`src/rtl/ifu_pkg.sv`:
```
// Shared types and constants for the instruction fetch front end.
package ifu_pkg;

  localparam int XLEN   = 64;
  localparam int INST_W = 32;

  localparam logic [XLEN-1:0] RESET_PC = 64'h8000_0000;

  typedef struct packed {
    logic [XLEN-1:0]   pc;
    logic [INST_W-1:0] inst;
  } fetch_entry_t;

  function automatic logic [XLEN-1:0] word_align(input logic [XLEN-1:0] addr);
    return {addr[XLEN-1:2], 2'b00};
  endfunction

endpackage

```
`src/rtl/ifu_sync_fifo.sv`:
```
// Small synchronous FIFO with a flush input; head data is read combinationally
// so a pushed entry is visible the cycle after the push edge.
module ifu_sync_fifo #(
  parameter  int W     = 8,
  parameter  int DEPTH = 4,
  localparam int AW    = $clog2(DEPTH),
  localparam int CW    = $clog2(DEPTH + 1)
) (
  input  logic          clk,
  input  logic          rst,
  input  logic          flush,
  input  logic          push,
  input  logic [W-1:0]  push_data,
  input  logic          pop,
  output logic [W-1:0]  head_data,
  output logic [CW-1:0] count
);

  logic [W-1:0]  mem [DEPTH];
  logic [AW-1:0] rd_ptr_reg, wr_ptr_reg;
  logic [CW-1:0] count_reg, count_next;
  logic          do_push, do_pop;

  function automatic logic [AW-1:0] ptr_inc(input logic [AW-1:0] p);
    return (p == AW'(DEPTH - 1)) ? '0 : p + 1'b1;
  endfunction

  assign do_push = push && (count_reg != CW'(DEPTH));
  assign do_pop  = pop && (count_reg != '0);

  always_comb begin
    count_next = count_reg;
    if (do_push && !do_pop) count_next = count_reg + 1'b1;
    if (!do_push && do_pop) count_next = count_reg - 1'b1;
  end

  always_ff @(posedge clk or posedge rst) begin
    if (rst) begin
      rd_ptr_reg <= '0;
      wr_ptr_reg <= '0;
      count_reg  <= '0;
    end else if (flush) begin
      rd_ptr_reg <= '0;
      wr_ptr_reg <= '0;
      count_reg  <= '0;
    end else begin
      if (do_push) wr_ptr_reg <= ptr_inc(wr_ptr_reg);
      if (do_pop)  rd_ptr_reg <= ptr_inc(rd_ptr_reg);
      count_reg <= count_next;
    end
  end

  // Storage carries no reset; occupancy alone decides what is valid.
  always_ff @(posedge clk) begin
    if (do_push && !flush) mem[wr_ptr_reg] <= push_data;
  end

  assign head_data = mem[rd_ptr_reg];
  assign count     = count_reg;

endmodule

```
`src/rtl/ifu_prefetch.sv`:
```
// Fetch PC, request issue with credit limiting, response tracking and a
// prefetch FIFO feeding decode; redirects flush and drop in-flight responses.
module ifu_prefetch
  import ifu_pkg::*;
#(
  parameter logic [63:0] RESET_PC = ifu_pkg::RESET_PC,
  parameter int          DEPTH    = 4
) (
  input  logic        clk,
  input  logic        rst,
  output logic        imem_req_valid,
  input  logic        imem_req_ready,
  output logic [63:0] imem_req_addr,
  input  logic        imem_resp_valid,
  input  logic [31:0] imem_resp_data,
  input  logic        redirect,
  input  logic [63:0] redirect_pc,
  input  logic        stall,
  output logic        inst_valid,
  output logic [63:0] inst_pc,
  output logic [31:0] inst
);

  localparam int CW = $clog2(DEPTH + 1);

  logic [63:0]   fetch_pc_reg, fetch_pc_next;
  logic [CW-1:0] inflight_reg, inflight_next;
  logic [CW-1:0] drop_reg, drop_next;
  logic [CW-1:0] count, pcq_count;
  logic [CW:0]   credit_sum;
  logic [63:0]   pcq_head;
  fetch_entry_t  push_entry, head_entry;
  logic          issue, resp_live, drop_dec, pop;

  assign credit_sum     = {1'b0, count} + {1'b0, inflight_reg};
  assign imem_req_valid = !rst && !redirect && (credit_sum < (CW + 1)'(DEPTH));
  assign imem_req_addr  = fetch_pc_reg;
  assign issue          = imem_req_valid && imem_req_ready;

  // The PC queue mirrors inflight; requiring both keeps a stray response
  // from ever popping an empty queue.
  assign drop_dec  = imem_resp_valid && (drop_reg != '0);
  assign resp_live = imem_resp_valid && (drop_reg == '0) &&
                     (inflight_reg != '0) && (pcq_count != '0);

  assign inst_valid = (count != '0);
  assign pop        = inst_valid && !stall && !redirect;

  assign push_entry.pc   = pcq_head;
  assign push_entry.inst = imem_resp_data;

  always_comb begin
    fetch_pc_next = fetch_pc_reg;
    inflight_next = inflight_reg + CW'(issue) - CW'(resp_live);
    drop_next     = drop_reg - CW'(drop_dec);
    if (issue) fetch_pc_next = fetch_pc_reg + 64'd4;
    if (redirect) begin
      // A live response landing with the redirect is stale too, so it is
      // consumed here rather than counted as one more to drop.
      fetch_pc_next = word_align(redirect_pc);
      inflight_next = '0;
      drop_next     = drop_reg - CW'(drop_dec) + inflight_reg - CW'(resp_live);
    end
  end

  always_ff @(posedge clk or posedge rst) begin
    if (rst) begin
      fetch_pc_reg <= RESET_PC;
      inflight_reg <= '0;
      drop_reg     <= '0;
    end else begin
      fetch_pc_reg <= fetch_pc_next;
      inflight_reg <= inflight_next;
      drop_reg     <= drop_next;
    end
  end

  ifu_sync_fifo #(.W(64), .DEPTH(DEPTH)) u_pc_queue (
    .clk       (clk),
    .rst       (rst),
    .flush     (redirect),
    .push      (issue),
    .push_data (fetch_pc_reg),
    .pop       (resp_live),
    .head_data (pcq_head),
    .count     (pcq_count)
  );

  ifu_sync_fifo #(.W($bits(fetch_entry_t)), .DEPTH(DEPTH)) u_entry_fifo (
    .clk       (clk),
    .rst       (rst),
    .flush     (redirect),
    .push      (resp_live && !redirect),
    .push_data (push_entry),
    .pop       (pop),
    .head_data (head_entry),
    .count     (count)
  );

  assign inst_pc = inst_valid ? head_entry.pc   : '0;
  assign inst    = inst_valid ? head_entry.inst : '0;

endmodule

```
`config.mk`:
```
export PLATFORM = sky130hd
export DESIGN_NAME = ifu_prefetch
export DESIGN_NICKNAME = d
export VERILOG_FILES = /design/src/rtl/ifu_pkg.sv /design/src/rtl/ifu_sync_fifo.sv /design/src/rtl/ifu_prefetch.sv
export SDC_FILE = /design/constraint.sdc
export NUM_CORES = 1
export LEC_CHECK = 0
export ABC_AREA = 1
export ABC_CLOCK_PERIOD_IN_PS = 6050
export CORE_ASPECT_RATIO = 1.1
export CORE_MARGIN = 5
export CORE_UTILIZATION = 38
export DETAILED_ROUTE_END_ITERATION = 8
export DONT_BUFFER_PORTS = 1
export PLACE_DENSITY_LB_ADDON = 0.08
export SYNTH_ARGS = -nofsm -noshare
export SYNTH_HDL_FRONTEND = slang
export SYNTH_HIERARCHICAL = 1
export SYNTH_SLANG_ARGS = --single-unit
```
`constraint.sdc`:
```
create_clock -name clk -period 6.05 [get_ports clk]
set_clock_uncertainty 0.05 [all_clocks]
set_input_delay 0.605 -clock clk [delete_from_list [all_inputs] [get_ports clk]]
set_output_delay 0.605 -clock clk [all_outputs]
set_load 0.1 [all_outputs]
```
==> metrics.csv, run 1 <==
stage,metric,value,unit
outcome,status,completed,
clock_tree,clockRootBuffer,clkbuf_16,
final_layout,fill_cells,7468,
synthesis,synth_edf_count,640,
route,vias,20420,
worst_hold_path,hold_path.class,primary input to flop,
synthesis,synthesis.area,30940,µm²
route,wirelength,85170,µm
placement,place_hpwl,52020,µm
grt,antenna_found_initial,1,
clock_tree,htreeDepth,3,
clock_tree,cts_max_path_buffers,3,
synthesis,yosys_most_used_dff,edfxtp_1,
critical_path,critPathRequiredTime,5.39,ns
sta,slew_viol_final,0,
sta,fin_setup_tns,0,ns
floorplanning,die_y,309.3,µm
run,max_cap_violations,0,
route,drt_drc_violations_left,0,
clock_tree,cts_tree,yes,
clock_tree,clkLatencyLatePin,0.60,ns
power,total_power,11700,µW
synthesis,synthArstFlopShare,11.36,%
sta,finalSetupViolCount,0,
placement,io_buffers,0,
power,power_density,331.7,nW/µm²
power,cellLeakagePower,0.01286,µW
placement,gp_congestion,0.9137,
floorplanning,rows,109,
route,detail-route-antenna-nets,0,
sta,fmax,227.5,MHz
floorplanning,die_width,282.1,µm
critical_path,cp_max_fo,103,
grt,grt_pass1_vias,19940,
final_layout,nets,2950,
critical_path,startpoint,u_entry_fifo/rd_ptr_reg[0],
synthesis,synth-seq-area-share,68.74,%
sta,finalHoldViolations,0,
critical_path,critPathLaunchType,flop,
floorplanning,ioPinCount,264,
sta,worst_pin_slew,1.323,ns
worst_hold_path,hold_path_startpoint,imem_resp_data[16],
clock_tree,cts.clk_slew.worst_paths,0.06,ns
grt,grt_use_total,19.07,%
route,drt-initial-drc-count,1461,
route,routed_via_density,5.190,
clock_tree,cts-buffers-inserted,78,
synthesis,syn_inst,2764,
grt,grt_start_max_net_pins,195,
critical_path,arrival,3.74,ns
sta,rsz0062_at_grt,no,
final_layout,largest_register_ff_count,384,
synthesis,yosysWarnings,6,
grt,grt_pass1_wl,126500,µm
synthesis,ys_seq_elements,722,
floorplanning,fp.dieArea,87240,µm²
power,ir_drop,0.0001777,V
final_layout,top_register,u_entry_fifo/mem,
floorplanning,start_util,38.39,%
clock_tree,cts_resized,0,
synthesis,synthDistinctLibCells,43,
final_layout,area_delta_synth_final,13.99,%
sta,fin_crit,4.395,ns
grt,grt_overflow,0,
critical_path,path_class,flop to output port,
synthesis,avgSynthCellArea,11.20,µm²
sta,period_share,72.64,%
route,detail_route.first_pass.iterations,6,
sta,max_slew_margin,11.80,%
floorplanning,coreArea,80600,µm²
critical_path,end_kind,output port,
final_layout,drive_gt1_share,11.74,%
critical_path,r2r_start,u_entry_fifo/count[2],
clock_tree,cts_setup_buffers,0,
clock_tree,cts_sinks,722,
route,post_drt_wl_per_cell,21.64,µm
==> cells in the final DEF (no fill, tap or decap), types with 78 or more instances in the layout <==
cell type,instances
nand3_1,106
o21ai_0,213
dfrtp_1,78
nor2_1,439
nand2_1,368
o22ai_1,161
o21ai_1,139
edfxtp_1,640
inv_1,226
clkbuf_16,81
buf_4,78
nor2_2,103
==> per-layer routing <==
layer  up-vias  wire [µm]  GRT usage [%]
met2       594      39800          31.22
met4         0       2542          6.297
li1       9671          -              -
met3       120       5437          3.688
met1     10040      37390          25.82
met5         -          0              0
==> kinds of logic (layout without fill, tap and decap cells) <==
group | after synthesis | after routing | share of synthesized area (%)
simple gates | 1062 | 1062 | 13.80
flops | 722 | 722 | 68.74
compound gates | 547 | 547 | 9.761
buf+inv | 375 | 482 | 5.677
xor+xnor | 33 | 33 | 0.9340
fa+ha+maj | 24 | 24 | 1.067
other cells | 1 | 11 | 0.01212
==> per-stage QoR <==
step / std cells / setup WS [ns] / cell area, µm² / hold WS, ns / util [%]
after detailed placement: 3775 / 2.251 / 32520 / 0.3532 / 40.35
after global placement: 3775 / 2.240 / 32520 / 0.3484 / 40.35
after global routing: 3935 / 1.411 / 35270 / 0.01080 / 43.76
after floorplan: 2773 / -0.1666 / 31000 / 0.3584 / -
after CTS: 3934 / 1.572 / 35270 / 0.003849 / 43.76
final: 3935 / 1.655 / 35270 / 0.05073 / 43.76
==> cell usage after synthesis (3+ instances only) <==
cell type / count / area, µm²
edfxtp_1: 640 / 19220
nor2_1: 543 / 2038
nand2_1: 368 / 1381
inv_1: 227 / 852.1
o21ai_0: 213 / 1066
o22ai_1: 161 / 1007
o21ai_1: 139 / 695.7
nand3_1: 106 / 530.5
dfrtp_1: 81 / 2027
clkbuf_1: 47 / 176.4
buf_2: 30 / 150.1
buf_4: 26 / 195.2
buf_6: 25 / 281.5
ha_1: 20 / 250.2
o21bai_1: 18 / 135.1
xor2_1: 17 / 148.9
xnor2_1: 16 / 140.1
nand2_2: 13 / 81.33
o211ai_1: 10 / 75.07
nor2_2: 7 / 43.79
nor3_1: 7 / 35.03
clkbuf_2: 6 / 30.03
nand4_1: 6 / 37.54
inv_2: 5 / 18.77
buf_1: 4 / 15.01
fa_1: 4 / 80.08
or2_2: 3 / 18.77
==> power by group <==
| group | switching [µW] | total [µW] | internal [µW] | leakage (µW) |
|---|---|---|---|---|
| Sequential | 133 | 5700 | 5570 | 0.00677 |
| Clock | 1890 | 4730 | 2840 | 0.00122 |
| Combinational | 985 | 1270 | 286 | 0.00488 |
| Total | 3010 | 11700 | 8690 | 0.0129 |
==> area by class of cell <==
type,instances,area (µm²),share of cell area (%)
Sequential cell,722,21280,60.34
Multi-Input combinational cell,1676,8255,23.41
Clock buffer,101,2112,5.988
Tap cell,1054,1319,3.739
Timing Repair Buffer,110,996.0,2.824
Inverter,236,897.1,2.543
Clock inverter,35,406.6,1.153
Antenna cell,1,2.502,0.007095
==> critical path, cell delays in order, from the launching register on <==
cell and delay [ns]:
dfrtp_4 0.51, inv_6 0.55, buf_4 0.68, o21ai_0 0.19
o22ai_1 0.15, inv_1 0.09, nor2_2 0.83
==> path summary, 6_finish.rpt <==
path	endpoint	slack [ns]	cells after the start
max	inst[19]	1.66	6
min	u_entry_fifo/mem[0][16]	0.05	0
max reg2reg	u_pc_queue/mem[2][6]	2.44	12
min reg2reg	imem_req_addr[11]	0.48	2
max in group asynchronous	imem_req_addr[13]	4.36	3
min in group asynchronous	inflight_reg[0]	0.38	2
==> timing repair <==
item,CTS,global route
setup endpoints to repair,0,0
endpoints found under the hold margin,101,0
hold buffers,23,0
(Power assumes the default switching activity.)
==> run 2, diff against run 1 <==
Settings changed: ABC_CLOCK_PERIOD_IN_PS 6050 to 3700.
Clock period 6.05 ns to 3.7 ns, I/O delays scaled along.
==> run 2 against run 1 <==
Against the previous run: die area is the same; non-clock buffer count grew 200; global-route usage grew 0.17 points; cell count grew 5.3%; register-to-register slack lost 1.7 ns; critical path depth is the same; sequential cell count is the same; clock power grew 80%; count of clock-buffer cells in the layout shrank 3; total power grew 71%; routed wire length shrank 0.37%; cell area grew 9.8%; largest cell class unchanged; highest routed layer unchanged.
==> metrics.csv, run 2 (synthesis results as in run 1) <==
stage,metric,value,unit
grt,grt_overflow,0,
grt,met2_usage,32.04,%
grt,grt_use_total,19.24,%
critical_path,arrival,2.71,ns
final_layout,antenna_cells,0,
route,post_drt_wl_per_cell,20.49,µm
power,power_density,517.2,nW/µm²
floorplanning,die_y,309.3,µm
route,vias,21140,
floorplanning,start_util,38.39,%
critical_path,rr_worst_depth,8,
run,max_cap_violations,0,
sta,setup_ws,0.5664,ns
critical_path,path_cells,"buf_4, o21ai_0, o22ai_1, inv_1, nor2_2, buf_12",
sta,worst_pin_slew,1.190,ns
final_layout,largest_register_ff_count,384,
critical_path,slowest_delay,0.60,ns
final_layout,area_delta_synth_final,25.20,%
route,drt-initial-drc-count,1403,
final_layout,final_common_cell,edfxtp_1,
worst_hold_path,min_to,u_entry_fifo/rd_ptr_reg[1],
placement,gp_congestion,0.9422,
grt,gr-max-usage-layer,met2,
clock_tree,cts_max_path_buffers,3,
final_layout,nets,3151,
sta,finalSetupViolCount,0,
clock_tree,cts_sinks,722,
clock_tree,cts-buffers-inserted,79,
final_layout,drive_gt1_share,15.84,%
critical_path,cp_max_fo,74,
clock_tree,cts.clk_slew.worst_paths,0.06,ns
sta,fmax,319.1,MHz
floorplanning,coreArea,80600,µm²
final_layout,final_cell_mix,"edfxtp_1 (640), nor2_1 (439), nand2_1 (365)",
outcome,status,completed,
sta,max_slew_margin,20.64,%
placement,place_ws,0.6572,ns
clock_tree,clockRootBuffer,clkbuf_16,
final_layout,multi_input_area,8289,µm²
power,ir_drop,0.0003063,V
grt,antenna_found_initial,0,
route,routed_via_density,5.104,
worst_hold_path,hold_path_startpoint,stall,
grt,grt_pass1_wl,127600,µm
grt,grt_use_met1,25.79,%
route,wirelength,84860,µm
clock_tree,clkLatencyLatePin,0.62,ns
floorplanning,fp.dieArea,87240,µm²
sta,rsz0062_at_grt,no,
grt,grt_start_max_net_pins,121,
route,detail-route-antenna-nets,0,
critical_path,end_kind,output port,
route,drt_drc_violations_left,0,
floorplanning,die_width,282.1,µm
final_layout,top_register,u_entry_fifo/mem,
sta,finalHoldViolations,0,
placement,io_buffers,0,
worst_hold_path,hold_path.class,primary input to flop,
clock_tree,htreeDepth,3,
critical_path,r2r_start,drop_reg[0],
sta,period_share,84.69,%
critical_path,path_class,flop to output port,
clock_tree,cts_setup_buffers,0,
critical_path,startpoint,u_entry_fifo/rd_ptr_reg[0],
placement,place_hpwl,55350,µm
floorplanning,ioPinCount,264,
worst_hold_path,hold-path-cell-count,5,
clock_tree,cts_tree,yes,
critical_path,critical_path.slowest_cell,buf_4,
floorplanning,rows,109,
sta,slew_viol_final,0,
grt,grt_util_met3,3.364,%
sta,fin_crit,3.134,ns
route,detail_route.first_pass.iterations,5,
critical_path,critPathLaunchType,flop,
critical_path,regToRegSetupSlack,0.71,ns
grt,grt_pass1_vias,20680,
final_layout,seqCellArea,21280,µm²
final_layout,fill_cells,7072,
sta,whs,0.06398,ns
critical_path,r2r-end,u_entry_fifo/mem[2][27],
critical_path,critPathRequiredTime,3.28,ns
power,cellLeakagePower,0.01434,µW
-- run 2: changes by cell type in the layout (fill, tap and decap cells not counted), moves of 2 or more --
cell	previous run	this run
buf_12	9	122
buf_4	78	91
bufinv_16	9	19
clkbuf_1	19	16
clkinv_1	13	5
clkinv_2	9	13
clkinvlp_4	3	5
dfrtp_2	0	2
dlygate4sd3_1	23	96
inv_6	2	6
nand2_1	368	365
nand2_4	0	2
-- run 2: cell type report --
type,instances,share of cell area [%]
Multi-Input combinational cell,1676,21.40
Timing Repair Buffer,310,10.62
Sequential cell,722,54.93
Clock inverter,46,1.889
Inverter,236,2.338
Clock buffer,98,5.422
Tap cell,1054,3.404
-- run 2: power by group --
part / switching [µW] / internal [µW]
clock: 3160 / 5370
sequential: 169 / 9100
combinational: 1690 / 549
total: 5020 / 15000
-- run 2: how the worst max path moves through the flow --
stage / end / slack, ns
floorplan: u_entry_fifo/mem[0][0] / -0.65
global placement: u_entry_fifo/mem[2][27] / 0.65
detailed placement: u_entry_fifo/mem[2][25] / 0.66
CTS: inst_pc[40] / 0.47
global route: inst_pc[3] / 0.37
finish: inst_pc[12] / 0.57
-- run 2: timing repair --
| action | 4_1_cts | 5_1_grt |
|---|---|---|
| endpoints found under the hold margin | 229 | 0 |
| gates resized for setup | 0 | 0 |
| hold buffers | 97 | 0 |
-- run 2: worst max-delay path: cells and delay by family (launching register included) --
kind / cells / cell delay (ns)
AOI/OAI and AO/OA: 2 / 0.50
and+or+nand+nor: 1 / 0.16
DFF: 1 / 0.46
buffers and inverters: 3 / 0.89
-- run 2: routing by layer --
layer  wire length (µm)  part of all wire (%)
met5                  0                     0
met4               2493                   2.9
met3               5150                   6.1
met2              40660                    48
met1              36550                    43
-- run 2: stage by stage --
step	std cells	power, µW	util, %	instance area, µm²	TNS (ns)
6_report	4142	20040	48.07	38740	0
5_1_grt	4142	20840	48.07	38740	0
2_1_floorplan	2773	11010	-	31070	-363.13
3_3_place_gp	3901	11530	43.33	34920	0
4_1_cts	4142	20270	48.07	38740	0
3_5_place_dp	3901	11570	43.33	34920	0
==> run 3, diff against run 2 <==
Settings changed: ABC_CLOCK_PERIOD_IN_PS 3700 to 3100.
Clock period 3.7 ns to 3.1 ns, I/O delays scaled along.
==> run 3 against run 2 <==
Against the previous run: register-to-register slack worse by 0.45 ns; global-route usage up 0.072 points; combinational power is 22% higher; worst hold slack worse by 0.018 ns; routed wire length increased by 1.2%; critical endpoint is now inst_pc[51]; largest power group unchanged.
==> metrics.csv, run 3 (synthesis results as in run 1) <==
stage,metric,value,unit
outcome,status,completed,
clock_tree,cts_max_path_buffers,3,
final_layout,fill_cells,7092,
floorplanning,ioPinCount,264,
floorplanning,start_util,38.39,%
final_layout,top_register,u_entry_fifo/mem,
critical_path,critical_path.slowest_cell,dfrtp_4,
route,met2_length,41070,µm
grt,grt_overflow,0,
critical_path,arrival,2.55,ns
placement,postPlaceCellArea,35010,µm²
critical_path,slowest_delay,0.60,ns
placement,place_hpwl,56220,µm
sta,finalSetupViolCount,0,
route,post_drt_wl_per_cell,20.71,µm
power,power_density,601.9,nW/µm²
route,routed_via_density,5.075,
clock_tree,cts.clk_slew.worst_paths,0.06,ns
floorplanning,rows,109,
final_layout,largest_register_ff_count,384,
clock_tree,clockRootBuffer,clkbuf_16,
worst_hold_path,hold-path-cell-count,4,
run,max_cap_violations,0,
clock_tree,clkLatencyLatePin,0.61,ns
critical_path,regToRegSetupSlack,0.26,ns
sta,period_share,93.78,%
placement,place_inst,3903,
floorplanning,coreArea,80600,µm²
clock_tree,cts_setup_buffers,0,
critical_path,startpoint,u_entry_fifo/rd_ptr_reg[0],
sta,fmax,344.0,MHz
clock_tree,cts-buffers-inserted,78,
placement,io_buffers,0,
critical_path,critPathBufInv,5,
clock_tree,cts_sinks,722,
worst_hold_path,min_to,drop_reg[0],
route,detail_route.first_pass.iterations,5,
final_layout,multi_input_area,8337,µm²
sta,fin_crit,2.907,ns
critical_path,cp_max_fo,23,
sta,slew_viol_final,0,
sta,fin_setup_tns,0,ns
sta,rsz0062_at_grt,no,
critical_path,critPathLaunchType,flop,
route,dr.max_layer_used,met4,
grt,antenna_found_initial,0,
route,wirelength,85890,µm
critical_path,rr_worst_depth,12,
critical_path,crit_family,buffers and inverters,
route,drt-initial-drc-count,1482,
route,wl_met1,38270,µm
floorplanning,die_y,309.3,µm
worst_hold_path,hold_path_startpoint,imem_resp_valid,
power,cellLeakagePower,0.01431,µW
final_layout,fin_area,38720,µm²
final_layout,final_cells,4148,
route,detail-route-antenna-nets,0,
route,wl_met3,4200,µm
sta,max_slew_margin,36.60,%
route,vias,21050,
final_layout,nets,3155,
clock_tree,cts_tree,yes,
power,ir_drop,0.0004089,V
critical_path,critPathRequiredTime,2.74,ns
floorplanning,die_width,282.1,µm
final_layout,drive_gt1_share,16.03,%
sta,worst_pin_slew,0.9511,ns
placement,gp_congestion,0.9090,
clock_tree,htreeDepth,3,
worst_hold_path,hold_path.class,primary input to flop,
final_layout,final_common_cell,edfxtp_1,
grt,grt_pass1_vias,20490,
floorplanning,fp.dieArea,87240,µm²
final_layout,seqCellArea,21280,µm²
grt,grt_use_total,19.31,%
route,drt_drc_violations_left,0,
final_layout,area_delta_synth_final,25.13,%
critical_path,r2r_start,inflight_reg[2],
critical_path,end_kind,output port,
critical_path,path_class,flop to output port,
critical_path,path_cells,"inv_8, buf_16, buf_4, nor2_1, o22ai_1, inv_1, nor2_2, buf_12",
sta,finalHoldViolations,0,
final_layout,antenna_cells,0,
grt,grt_pass1_wl,128200,µm
critical_path,r2r-end,drop_reg[2],
final_layout,final_cell_mix,"edfxtp_1 (640), nor2_1 (439), nand2_1 (365)",
grt,grt_start_max_net_pins,130,
==> run 3: how the worst max path moves through the flow <==
stage,endpoint,cells past startpoint
2_1_floorplan,u_pc_queue/mem[0][0],10
3_3_place_gp,drop_reg[2],12
3_5_place_dp,drop_reg[2],12
4_1_cts,inst_pc[51],8
5_1_grt,inst_pc[3],7
6_report,inst_pc[51],8
==> run 3: stage by stage <==
stage	utilization, %	hold WS, ns	worst slack, ns	power, µW
finish	48.04	0.04610	0.1928	23310
global route	48.04	0.09762	0.01792	24240
CTS	47.97	0.006890	0.0005504	23560
detailed placement	43.43	0.06880	0.07521	13860
global placement	43.43	0.06893	0.1140	13800
floorplan	-	0.06340	-1.000	13140
==> run 3: tightest hold or removal path, stage by stage <==
cell	delay, ns
inv_1	0.02
nor2_1	0.09
ha_1	0.15
o21ai_0	0.08
==> run 3: cell type report <==
cell class              instances  area share [%]
well taps                    1054           3.406
clock buffers                  99           5.593
flip-flops and latches        722           54.96
clock inverters                46           1.251
inverters                     236           2.346
repair buffers                315           10.92
multi-input cells            1676           21.53
==> run 3: routing by layer <==
layer | global-route usage, % | vias to the layer above
li1 | - | 10110
met1 | 26.66 | 10320
met2 | 31.76 | 519
met3 | 2.920 | 102
met4 | 6.103 | 0
met5 | 0 | -
==> run 3: repair_timing <==
item / CTS / global route
hold buffers: 99 / 0
endpoints found under the setup margin: 0 / 15
endpoints found under the hold margin: 243 / 0
resized for setup: 0 / 6
==> run 3: power by group <==
group	switching, µW	internal (µW)
clock network	3800	5710
registers	217	10900
logic	2020	692
